### src/rtl/hazard_ctrl_pkg.sv
// Shared pipeline definitions for the hazard controller: FSM states, register
// address width and the NOP encoding loaded by the bubble and flush paths.
package hazard_ctrl_pkg;

    localparam int REG_W = 4;

    // addi x0, x0, 0: the canonical NOP inserted when a stage is bubbled or flushed
    localparam logic [31:0] NOP_INSTR = 32'h0000_0013;

    typedef enum logic [0:0] {
        RUN     = 1'b0,
        MULWAIT = 1'b1
    } hcState_e;

    // MULWAIT countdown start: the entry cycle and the mul_done cycle are not counted
    function automatic logic [3:0] mulWaitLoad(input int mulLat);
        return 4'(mulLat - 2);
    endfunction

endpackage

### src/rtl/hazard_ctrl_chk.sv
// Protocol checks for the hazard controller inputs.
module hazard_ctrl_chk
(
    input logic clk,
    input logic rst_n,
    input logic inRun,
    input logic ex_branchTaken,
    input logic ex_isMul
);

    // A taken branch and a multiply cannot both occupy EX while the pipe is running
    branchWithMul_a: assert property (@(posedge clk) disable iff (!rst_n)
        !(inRun && ex_branchTaken && ex_isMul))
        else $error("hazard_ctrl: ex_branchTaken asserted together with ex_isMul");

endmodule

### src/rtl/hazard_ctrl_loaduse_detect.sv
// Load-use comparator: flags an ID instruction that reads the destination of a
// load still sitting in EX. Purely combinational so decoder checks can reuse it.
module loaduse_detect
#(
    parameter int REG_W = hazard_ctrl_pkg::REG_W
)
(
    input  logic [REG_W-1:0] id_Rs,
    input  logic [REG_W-1:0] id_Rt,
    input  logic             id_usesRs,
    input  logic             id_usesRt,
    input  logic [REG_W-1:0] id_exRd,
    input  logic             id_exMemRd,
    input  logic             id_exRegWr,
    output logic             lu
);

    // r0 is never written, so a load targeting it can never create a dependency
    assign lu = id_exMemRd & id_exRegWr & (|id_exRd)
              & ((id_usesRs & (id_Rs == id_exRd)) | (id_usesRt & (id_Rt == id_exRd)));

endmodule

### src/rtl/hazard_ctrl.sv
// Pipeline hazard controller: load-use stalls, taken-branch flushes and
// multi-cycle multiply holds, plus a saturating stall-cycle counter.
module hazard_ctrl
#(
    parameter int REG_W   = hazard_ctrl_pkg::REG_W,
    parameter int MUL_LAT = 4,
    parameter int CNT_W   = 16
)
(
    input  logic             clk,
    input  logic             rst_n,
    input  logic [REG_W-1:0] id_Rs,
    input  logic [REG_W-1:0] id_Rt,
    input  logic             id_usesRs,
    input  logic             id_usesRt,
    input  logic [REG_W-1:0] id_exRd,
    input  logic             id_exMemRd,
    input  logic             id_exRegWr,
    input  logic             ex_isMul,
    input  logic             ex_branchTaken,
    output logic             pc_stall,
    output logic             if_id_stall,
    output logic             if_id_flush,
    output logic             id_ex_stall,
    output logic             id_ex_bubble,
    output logic             ex_mem_bubble,
    output logic             mul_start,
    output logic             mul_done,
    output logic [CNT_W-1:0] stall_cnt
);
    import hazard_ctrl_pkg::*;

    hcState_e         state_r;
    hcState_e         nextState_s;
    logic [3:0]       cnt_r;
    logic [3:0]       nextCnt_s;
    logic [CNT_W-1:0] stallCnt_r;
    logic             lu_s;

    loaduse_detect #(.REG_W(REG_W)) uLoadUse (
        .id_Rs      (id_Rs),
        .id_Rt      (id_Rt),
        .id_usesRs  (id_usesRs),
        .id_usesRt  (id_usesRt),
        .id_exRd    (id_exRd),
        .id_exMemRd (id_exMemRd),
        .id_exRegWr (id_exRegWr),
        .lu         (lu_s)
    );

    hazard_ctrl_chk uChk (
        .clk            (clk),
        .rst_n          (rst_n),
        .inRun          (state_r == RUN),
        .ex_branchTaken (ex_branchTaken),
        .ex_isMul       (ex_isMul)
    );

    // Control decode and next-state logic; outputs are held low throughout reset
    always_comb begin
        pc_stall      = 1'b0;
        if_id_stall   = 1'b0;
        if_id_flush   = 1'b0;
        id_ex_stall   = 1'b0;
        id_ex_bubble  = 1'b0;
        ex_mem_bubble = 1'b0;
        mul_start     = 1'b0;
        mul_done      = 1'b0;
        nextState_s   = state_r;
        nextCnt_s     = cnt_r;
        if (!rst_n) begin
            nextState_s = RUN;
            nextCnt_s   = 4'd0;
        end else begin
            case (state_r)
                RUN: begin
                    if (ex_branchTaken) begin
                        if_id_flush  = 1'b1;
                        id_ex_bubble = 1'b1;
                    end else if (ex_isMul) begin
                        mul_start     = 1'b1;
                        pc_stall      = 1'b1;
                        if_id_stall   = 1'b1;
                        id_ex_stall   = 1'b1;
                        ex_mem_bubble = 1'b1;
                        nextState_s   = MULWAIT;
                        nextCnt_s     = mulWaitLoad(MUL_LAT);
                    end else if (lu_s) begin
                        // one bubble suffices: next cycle the load is in MEM and forwards
                        pc_stall     = 1'b1;
                        if_id_stall  = 1'b1;
                        id_ex_bubble = 1'b1;
                    end else begin
                        nextState_s = RUN;
                    end
                end
                MULWAIT: begin
                    if (cnt_r != 4'd0) begin
                        pc_stall      = 1'b1;
                        if_id_stall   = 1'b1;
                        id_ex_stall   = 1'b1;
                        ex_mem_bubble = 1'b1;
                        nextCnt_s     = cnt_r - 4'd1;
                    end else begin
                        mul_done    = 1'b1;
                        nextState_s = RUN;
                    end
                end
                default: begin
                    nextState_s = RUN;
                    nextCnt_s   = 4'd0;
                end
            endcase
        end
    end

    // FSM state, multiply countdown and saturating stall counter
    always_ff @(posedge clk or negedge rst_n) begin
        if (!rst_n) begin
            state_r    <= RUN;
            cnt_r      <= 4'd0;
            stallCnt_r <= '0;
        end else begin
            state_r <= nextState_s;
            cnt_r   <= nextCnt_s;
            if (pc_stall && (stallCnt_r != {CNT_W{1'b1}})) begin
                stallCnt_r <= stallCnt_r + CNT_W'(1);
            end else begin
                stallCnt_r <= stallCnt_r;
            end
        end
    end

    assign stall_cnt = stallCnt_r;

endmodule

### config.mk
export PLATFORM = sky130hd
export DESIGN_NAME = hazard_ctrl
export DESIGN_NICKNAME = d
export VERILOG_FILES = /design/src/rtl/hazard_ctrl_pkg.sv /design/src/rtl/hazard_ctrl_chk.sv /design/src/rtl/hazard_ctrl_loaduse_detect.sv /design/src/rtl/hazard_ctrl.sv
export SDC_FILE = /design/constraint.sdc
export NUM_CORES = 1
export LEC_CHECK = 0
export ABC_AREA = 1
export ABC_CLOCK_PERIOD_IN_PS = 1900
export BUFFER_PORTS_ARGS = -buffer_cell sky130_fd_sc_hd__buf_2
export CAP_MARGIN = 40
export CORE_ASPECT_RATIO = 0.7
export CORE_MARGIN = 5
export CORE_UTILIZATION = 46
export DETAILED_ROUTE_END_ITERATION = 6
export HOLD_SLACK_MARGIN = 0.06
export MAX_ROUTING_LAYER = met4
export PLACE_DENSITY = 0.81
export SLEW_MARGIN = 10
export SYNTH_ARGS = -nofsm -noshare
export SYNTH_HDL_FRONTEND = slang
export SYNTH_SLANG_ARGS = --single-unit
export TNS_END_PERCENT = 20
### constraint.sdc
create_clock -name clk -period 1.9 [get_ports clk]
set_input_delay 0.57 -clock clk [delete_from_list [all_inputs] [get_ports clk]]
set_output_delay 0.57 -clock clk [all_outputs]
set_load 0.03 [all_outputs]
==> impl_metrics.ini <==
[final_layout]
fin_area_mm2 = 0.00200
drive_above_1_share_pct = 35.5
syn_to_final_growth_pct = 37.6
final_nets = 289
antenna_cells = 0

[grt]
grt_use_total_pct = 17.0
grt_pass1_wl_mm = 5.97
first_global_vias = 1305
grt-ovfl-total = 0
antenna_found_initial = 0
grt_max_degree = 18

[placement]
portBuffers = 43
dp_hpwl_mm = 2.59
place_area_mm2 = 0.00176
finalWeightedCongestion = 0.833

[yosys]
synth_flop_cell = dfrtp_1
synth_cell_types = 22
netlist_instances = 207
avgSynthCellArea_um2 = 7.02
yosys.area.top_type = dfrtp_1
syn_nets = 230
yosys-top-cells-count = nand2_1, inv_1, nand3_1
synth-seq-cells = 21
ys_top_cells_by_area = dfrtp_1, nand2_1, nand3_1
yosysWarnings = 0
synth_most_common_cell = nand2_1
synth_top_cell_area_share_pct = 36.1
synth_edf_count = 0
ys_async_sr_fraction_pct = 100
synthesis.area_mm2 = 0.00145
yosysSeqAreaShare_pct = 36.1

[job]
maxCapViolCount = 0

[route]
avgViaCountPerCell = 4.88
ant_nets = 0
drtIter0Drc = 122
route.vias.total = 1480
drcViolationCount = 0
dr.pass1.iters = 4
wirelength_mm = 3.84
wire_per_inst_um = 12.7

[timing]
fin_skew_ns = 0.00106
drv_slew = 0
hold_slack_ns = 0.272
rsz0062_at_grt = true
post-route-period-util_pct = 111
finalHoldViolations = 0
min_period_ns = 2.10
relSlewSlack_pct = 74.2
fmax_ghz = 0.475
worst_pin_slew_ns = 0.383
worst_slack_ns = -0.204
setup_viol = 6

[floorplan]
core_area_mm2 = 0.00308
die_area_mm2 = 0.00440
io_pins = 44
die_y_um = 57.0
die-width_um = 77.2
start_util_pct = 47.1
rows = 17

[clocking]
h-tree-depth = 1
clk_path_buf_depth = 2
cts_inserted_buffers = 3
cts_tree = yes
root_buffer = clkbuf_8
cts_num_sinks = 21
clk_latency_ns = 0.26
path_clk_slew_ns = 0.07

[critical_path]
rr_worst_depth = 12
reg2reg_slack_ns = 0.13
crit_path_end = pc_stall
cp.required_ns = 1.33
critPathMaxFanout = 3
r2r_end = stall_cnt[5]
timing.rr.start = cnt_r[0]
critPathArrivalTime_ns = 1.53
crit_start = cnt_r[0]
crit_chain = inv_2, ha_4, nand4_1, buf_4, nand3_4, nand2_2, buf_6
worstSetupPathType = reg -> out
crit_path_end_kind = primary output
critPathSlowestCell = dfrtp_1
cp-start-kind = flip-flop
cpPeakStageDelay_ns = 0.40

[outcome]
failed_checks = setup timing
status = complete, but fails checks

[power_and_ir_drop]
p_total_w = 0.00135
p_leak_nw = 1.09
ir_drop_mv = 0.553
pwr_density_cell_mw_per_mm2 = 677

[min_path]
hold_class = in -> async
metrics by stage:
step / setup slack, ns / std cells / utilization [%] / TNS, ns
final: -0.204 / 303 / 64.9 / -0.798
after global routing: -0.283 / 303 / 64.9 / -1.42
after CTS: -0.175 / 300 / 61.0 / -0.581
after floorplan: -0.114 / 207 / - / -0.188
after detailed placement: -0.169 / 294 / 57.1 / -0.473
after global placement: -0.146 / 294 / 57.1 / -0.413
state kept, by name, summed over array words and instances, names as in the netlist:
signal,cells
cnt_r,4
stall_cnt,16
state_r,1
how the worst min path moves through the flow:
| stage | cells after the start | end | slack (ns) | from |
|---|---|---|---|---|
| 6_report | 2 | stall_cnt[11] | 0.27 | rst_n |
| 5_1_grt | 2 | stall_cnt[12] | 0.28 | rst_n |
| 4_1_cts | 2 | stall_cnt[12] | 0.28 | rst_n |
| 3_5_place_dp | 1 | cnt_r[2] | 0.49 | cnt_r[2] |
| 3_3_place_gp | 1 | cnt_r[2] | 0.49 | cnt_r[2] |
| 2_1_floorplan | 0 | cnt_r[0] | 0.27 | rst_n |
worst max-delay path, delay by kind of cell, from the launching register on:
kind	cells	cell delay [ns]
buf+inv	3	0.45
flops	1	0.40
simple gates	3	0.30
fa+ha+maj	1	0.13
power by group:
group	internal, W	switching, W	leakage (nW)	total [W]
Combinational	0.000198	0.000299	0.785	0.000497
Sequential	0.000501	0.0000674	0.284	0.000568
Clock	0.000149	0.000139	0.0228	0.000289
cell type report:
type / instances / area (µm²)
fill: 272 / 1080
clock buffer: 4 / 45.0
multi-input combinational: 152 / 848
sequential: 21 / 526
tap: 38 / 47.5
inverter: 28 / 110
timing repair buffer: 60 / 424
cells in the final DEF (no fill, tap or decap), types with 6 or more instances in the layout:
master   synthesis  layout
buf_4            4      18
xnor2_1          6       6
buf_2            0      30
xor2_1           7       7
inv_2            0       6
buf_6            2      11
nand3_1         25      24
inv_1           28      20
nand2_1         71      66
nand2_2          1       6
dfrtp_1         21      21
nor2_1          12      10
cells by family (layout without fill, tap and decap cells):
group	after synthesis	in the layout	synth area share (%)
AND/OR/NAND/NOR	126	126	39.0
buffers and inverters	34	92	10.8
flip-flops	21	21	36.1
XOR/XNOR	13	13	7.83
AO/OA/AOI/OAI	10	10	3.61
adder cells (fa/ha/maj)	3	3	2.58
what timing repair did:
item,in CTS,in global routing
gates resized for setup,20,29
pin swaps,3,16
endpoints found under the setup margin,6,17
hold buffers,0,0
setup buffers,2,3
cloned,0,0
layer usage:
layer | track usage [%] | up-vias | wire length [µm]
met5 | - | - | 0
met4 | 2.94 | 0 | 59
met3 | 4.57 | 6 | 206
met2 | 25.4 | 43 | 1810
met1 | 23.4 | 665 | 1760
li1 | - | 766 | -
(Power assumes the default switching activity.)
